**src/rtl/entrada_chaves.sv**
```systemverilog
// entrada_chaves: synchronizes switches and push button, debounces the button, and returns one switch word per press.
// Latency: Pronto rises the cycle after the (2 + DEBOUNCE_CICLOS)-th consecutive low sample of Botao while waiting.
// Backpressure: a level request (CTRLEntrada) stalls until the Pronto strobe; a new capture needs a full release and a new press.
// Optional macro ENTRADA_SINAL_EN: sign-extend the captured word from Chaves[LARGURA_CHAVES-1] (default: zero-extend).
module entrada_chaves #(
    parameter int LARGURA_CHAVES  = 16,
    parameter int DEBOUNCE_CICLOS = 500000
) (
    input  logic                      CLK,
    input  logic                      RSTn,
    input  logic [LARGURA_CHAVES-1:0] Chaves,
    input  logic                      Botao,
    input  logic                      CTRLEntrada,
    output logic [31:0]               DadoSaida,
    output logic                      Pronto,
    output logic                      Aguardando
);

    localparam int CNT_W = $clog2(DEBOUNCE_CICLOS);
    localparam logic [CNT_W-1:0] CNT_MAX = CNT_W'(DEBOUNCE_CICLOS - 1);

    typedef enum logic [1:0] {
        OCIOSO = 2'd0,
        ESPERA = 2'd1,
        SOLTAR = 2'd2
    } estado_t;

    // Synchronizer stages; the button idles released (high).
    logic                      botao_s1_q;
    logic                      botao_s2_q;
    logic [LARGURA_CHAVES-1:0] chaves_s1_q;
    logic [LARGURA_CHAVES-1:0] chaves_s2_q;

    // Debounce state.
    logic             estavel_q;
    logic             estavel_d;
    logic [CNT_W-1:0] cnt_q;
    logic [CNT_W-1:0] cnt_d;
    logic             evento_press;
    logic             evento_solta;

    // Handshake state and registered outputs.
    estado_t     estado_q;
    logic [31:0] dado_q;
    logic        pronto_q;
    logic        aguardando_q;

    // Extended switch word presented to the capture register.
    logic        sinal;
    logic [31:0] dado_ext_d;

    // Two-stage synchronizers on the asynchronous board inputs.
    always_ff @(posedge CLK or negedge RSTn) begin
        if (!RSTn) begin
            botao_s1_q  <= 1'b1;
            botao_s2_q  <= 1'b1;
            chaves_s1_q <= '0;
            chaves_s2_q <= '0;
        end else begin
            botao_s1_q  <= Botao;
            botao_s2_q  <= botao_s1_q;
            chaves_s1_q <= Chaves;
            chaves_s2_q <= chaves_s1_q;
        end
    end

    // Debounce next state: any sample agreeing with the stable level restarts the count.
    always_comb begin
        estavel_d = estavel_q;
        cnt_d     = cnt_q;
        if (botao_s2_q == estavel_q) begin
            cnt_d = '0;
        end else if (cnt_q == CNT_MAX) begin
            estavel_d = ~estavel_q;
            cnt_d     = '0;
        end else begin
            cnt_d = cnt_q + CNT_W'(1);
        end
    end

    // Events are the edges on which the stable level flips.
    assign evento_press = estavel_q & ~estavel_d;
    assign evento_solta = ~estavel_q & estavel_d;

    // Debounce state registers.
    always_ff @(posedge CLK or negedge RSTn) begin
        if (!RSTn) begin
            estavel_q <= 1'b1;
            cnt_q     <= '0;
        end else begin
            estavel_q <= estavel_d;
            cnt_q     <= cnt_d;
        end
    end

`ifdef ENTRADA_SINAL_EN
    assign sinal = chaves_s2_q[LARGURA_CHAVES-1];
`else
    assign sinal = 1'b0;
`endif

    // Extend the synchronized switch word to the 32-bit datapath width.
    always_comb begin
        dado_ext_d                     = {32{sinal}};
        dado_ext_d[LARGURA_CHAVES-1:0] = chaves_s2_q;
    end

    // Request/press handshake FSM with registered outputs. A press already held when the
    // request arrives routes through SOLTAR, so only a fresh press is ever captured.
    always_ff @(posedge CLK or negedge RSTn) begin
        if (!RSTn) begin
            estado_q     <= OCIOSO;
            dado_q       <= '0;
            pronto_q     <= 1'b0;
            aguardando_q <= 1'b0;
        end else begin
            pronto_q <= 1'b0;
            case (estado_q)
                OCIOSO: begin
                    if (CTRLEntrada) begin
                        if (estavel_q) begin
                            estado_q     <= ESPERA;
                            aguardando_q <= 1'b1;
                        end else begin
                            estado_q <= SOLTAR;
                        end
                    end
                end
                ESPERA: begin
                    // A dropped request wins over a simultaneous press.
                    if (!CTRLEntrada) begin
                        estado_q     <= OCIOSO;
                        aguardando_q <= 1'b0;
                    end else if (evento_press) begin
                        dado_q       <= dado_ext_d;
                        pronto_q     <= 1'b1;
                        aguardando_q <= 1'b0;
                        estado_q     <= SOLTAR;
                    end
                end
                SOLTAR: begin
                    if (evento_solta) begin
                        estado_q <= OCIOSO;
                    end
                end
                default: begin
                    estado_q     <= OCIOSO;
                    aguardando_q <= 1'b0;
                end
            endcase
        end
    end

    assign DadoSaida  = dado_q;
    assign Pronto     = pronto_q;
    assign Aguardando = aguardando_q;

endmodule
```
**config.mk**
```make
export PLATFORM = sky130hd
export DESIGN_NAME = entrada_chaves
export DESIGN_NICKNAME = d
export VERILOG_FILES = /design/src/rtl/entrada_chaves.sv
export SDC_FILE = /design/constraint.sdc
export NUM_CORES = 1
export LEC_CHECK = 0
export BUFFER_PORTS_ARGS = -buffer_cell sky130_fd_sc_hd__buf_2
export CAP_MARGIN = 5
export CORE_ASPECT_RATIO = 1.25
export CORE_UTILIZATION = 57
export DETAILED_ROUTE_END_ITERATION = 8
export GPL_ROUTABILITY_DRIVEN = 1
export GPL_TIMING_DRIVEN = 0
export PLACE_DENSITY = 0.82
export SKIP_LAST_GASP = 1
export SLEW_MARGIN = 25
export SYNTH_ARGS = -nofsm -noshare
export SYNTH_HDL_FRONTEND = slang
export SYNTH_SLANG_ARGS = --single-unit
```
**constraint.sdc**
```tcl
create_clock -name CLK -period 3.81 [get_ports CLK]
set_clock_uncertainty 0.15 [all_clocks]
set_input_delay 0.1905 -clock CLK [delete_from_list [all_inputs] [get_ports CLK]]
set_output_delay 0.1905 -clock CLK [all_outputs]
set_load 0.01 [all_outputs]
```
==> impl_metrics.tcl <==
set metrics [dict create \
    peakVddDrop_v 0.0002466 \
    timing.rr.start "cnt_q[0]" \
    clock_tree.buffer_depth 2 \
    via_per_inst 5.072 \
    finalNetCount 318 \
    io_buffer_count 37 \
    total_power_mw 1.597 \
    combPwrFrac_pct 4.4 \
    ys_types 35 \
    cp-start-kind "register" \
    rows 28 \
    die_h_um 80.99 \
    pwr-share-clk_pct 44.6 \
    clk_pin_slew_ps 80 \
    drtPass1Iterations 4 \
    p_leak_nw 1.777 \
    drt_iter0_markers 127 \
    syn_to_final_growth_pct 26.43 \
    worstRegToRegCells 8 \
    final_cells 362 \
    grt_overflow_total 0 \
    period_needed_ps 2705 \
    wl_mm 5.341 \
    route.vias.total 1836 \
    grt_pass1_vias 1846 \
    dp_cells 328 \
    post-cts-setup-buffers 0 \
    power_frac_seq_pct 51.0 \
    synth_commonest_cells "dfrtp_1, nor2_1, buf_4, nand2_1" \
    postSynth.asyncResetShare_pct 100.0 \
    hold_violations 0 \
    synth_top_area_share_pct 62.45 \
    r2r_slack_ps 1100 \
    drive_above_1_share_pct 32.45 \
    synth_most_common_cell "dfrtp_1" \
    die_w_um 65.19 \
    worst-path-max-fanout 10 \
    status "finished clean" \
    maxCapViolCount 0 \
    core_mm2 0.004765 \
    final_antenna_net_count 0 \
    synth_top_area_cell "dfrtp_1" \
    die_area_mm2 0.005280 \
    rr_endpoint "DadoSaida[10]" \
    post_cts_resize_count 0 \
    swShare_pct 20.23 \
    track_usage_pct 23.13 \
    hold_class "in -> async" \
    cts-root-buf "clkbuf_8" \
    post-route-period-util_pct 71.00 \
    grt_max_degree 45 \
    syn_inst 215 \
    cts_sinks 74 \
    synth_warnings 0 \
    rsz0062_at_grt "no" \
    wl_per_cell_um 14.75 \
    hpwl_mm 3.216 \
    cp-end-kind "register" \
    ys.flop_type "dfrtp_1" \
    num_io_pins 54 \
    grt_pass1_wl_mm 8.652 \
    required_ps 3880 \
    arrival_ps 2780 \
    place.gp.congestion 0.8264 \
    numCtsBuffers 9 \
    clock_latency_ps 350 \
    slew_viol_final 0 \
    cell_internal_pwr_mw 1.274 \
    drc 0 \
    syn_area_per_cell_um2 13.23 \
    path_class "reg -> reg" \
    setup_viol 0 \
    p_per_area_mw_per_mm2 443.9 \
    synth_area_mm2 0.002845 \
    synthTopCellsByArea "dfrtp_1, mux2_4, buf_4" \
    cts_max_level 3 \
    antenna_cells 0 \
    start_util_pct 59.72 \
    synth-seq-area-share_pct 65.22 \
    postSynthRegisterBits 74 \
    tns_ps 0 \
    cts_tree "done" \
    antenna_found_initial 0 \
    synth_edf_count 0 \
    max_freq_mhz 369.7 \
    power.switching_uw 323.1 \
]
## what timing repair did
action                                  CTS  global route
endpoints found under the setup margin    0             0
hold buffers                             18             0
hold endpoints to repair                 91             0
## layout make-up
| type | count | area (um^2) |
|---|---|---|
| clock inverter | 6 | 105.1 |
| sequential | 74 | 1856 |
| fill | 278 | 1167 |
| clock buffer | 10 | 127.6 |
| inverter | 4 | 15.01 |
| tap | 60 | 75.07 |
| buffer | 23 | 172.7 |
| multi-input combinational | 129 | 858.3 |
| timing repair buffer | 56 | 387.9 |
## layout by cell type (no fill, tap or decap), types with 6 or more instances in the layout
cell type,netlist,routed
mux2_4,9,9
conb_1,1,16
nand2_1,10,10
nor2_1,20,20
dfrtp_1,71,71
nor4_1,6,6
clkbuf_8,0,9
xnor2_1,6,6
buf_2,2,38
buf_4,16,17
nand4_1,7,7
nand3_1,9,9
mux2_2,8,8
xor2_1,7,7
dlygate4sd3_1,0,18
## per-layer routing
metal  track usage, %  up-vias  wire (um)
li1                 -      865          -
met1            25.57      888       2134
met2            39.90       69       2779
met3            8.006       14        293
met4            10.43        0        133
met5                0        -          0
## stage by stage
| stage | utilization [%] | setup slack (ps) | hold WS, ps | area [um^2] |
|---|---|---|---|---|
| after CTS | 75.50 | 1116 | 163.1 | 3597 |
| after global placement | 66.36 | 1194 | 147.1 | 3162 |
| final | 75.50 | 1105 | 161.5 | 3597 |
| after floorplan | - | 1308 | -255.1 | 2902 |
| after detailed placement | 66.83 | 1164 | -3.849 | 3184 |
| after global routing | 75.50 | 1010 | 199.7 | 3597 |
## critical path: stages, from the launching register on
cell     delay, ps
dfrtp_1        400
ha_1           220
nand3_1        140
or4_1          530
buf_2          160
or3_1          370
buf_6          160
buf_12         150
mux2_4         300
## cells by family after synthesis
group / after synthesis / synth area share [%]
DFF: 74 / 65.22
muxes: 17 / 7.916
buffers and inverters: 27 / 6.596
adders and majority gates: 1 / 0.4397
xor gates and xnor gates: 13 / 4.002
other: 1 / 0.1318
AOI/OAI and AO/OA: 14 / 3.035
and+or+nand+nor: 68 / 12.67
## state kept, by name, indices dropped and copies added (netlist names)
| register | count |
|---|---|
| estavel_q | 1 |
| Aguardando | 1 |
| estado_q | 2 |
| DadoSaida | 16 |
| chaves_s2_q | 16 |
| botao_s2_q | 1 |
| botao_s1_q | 1 |
| Pronto | 1 |
| cnt_q | 19 |
| chaves_s1_q | 16 |
## power by group through the flow
stage / registers, mW / logic (mW) / clock network [mW]
floorplan: 0.828 / 0.0268 / 0
global placement: 0.828 / 0.0519 / 0
detailed placement: 0.830 / 0.0562 / 0
CTS: 0.815 / 0.0707 / 0.712
global route: 0.817 / 0.0790 / 0.747
finish: 0.815 / 0.0703 / 0.711
## how the worst max path moves through the flow
stage	startpoint	endpoint	slack, ps	depth (start not counted)
global route	cnt_q[0]	DadoSaida[10]	1010	8
global placement	cnt_q[0]	DadoSaida[6]	1190	8
detailed placement	cnt_q[0]	DadoSaida[7]	1160	8
finish	cnt_q[0]	DadoSaida[10]	1100	8
CTS	cnt_q[0]	DadoSaida[7]	1120	8
floorplan	cnt_q[0]	DadoSaida[10]	1310	8
Power figures use the tool's default switching activity.
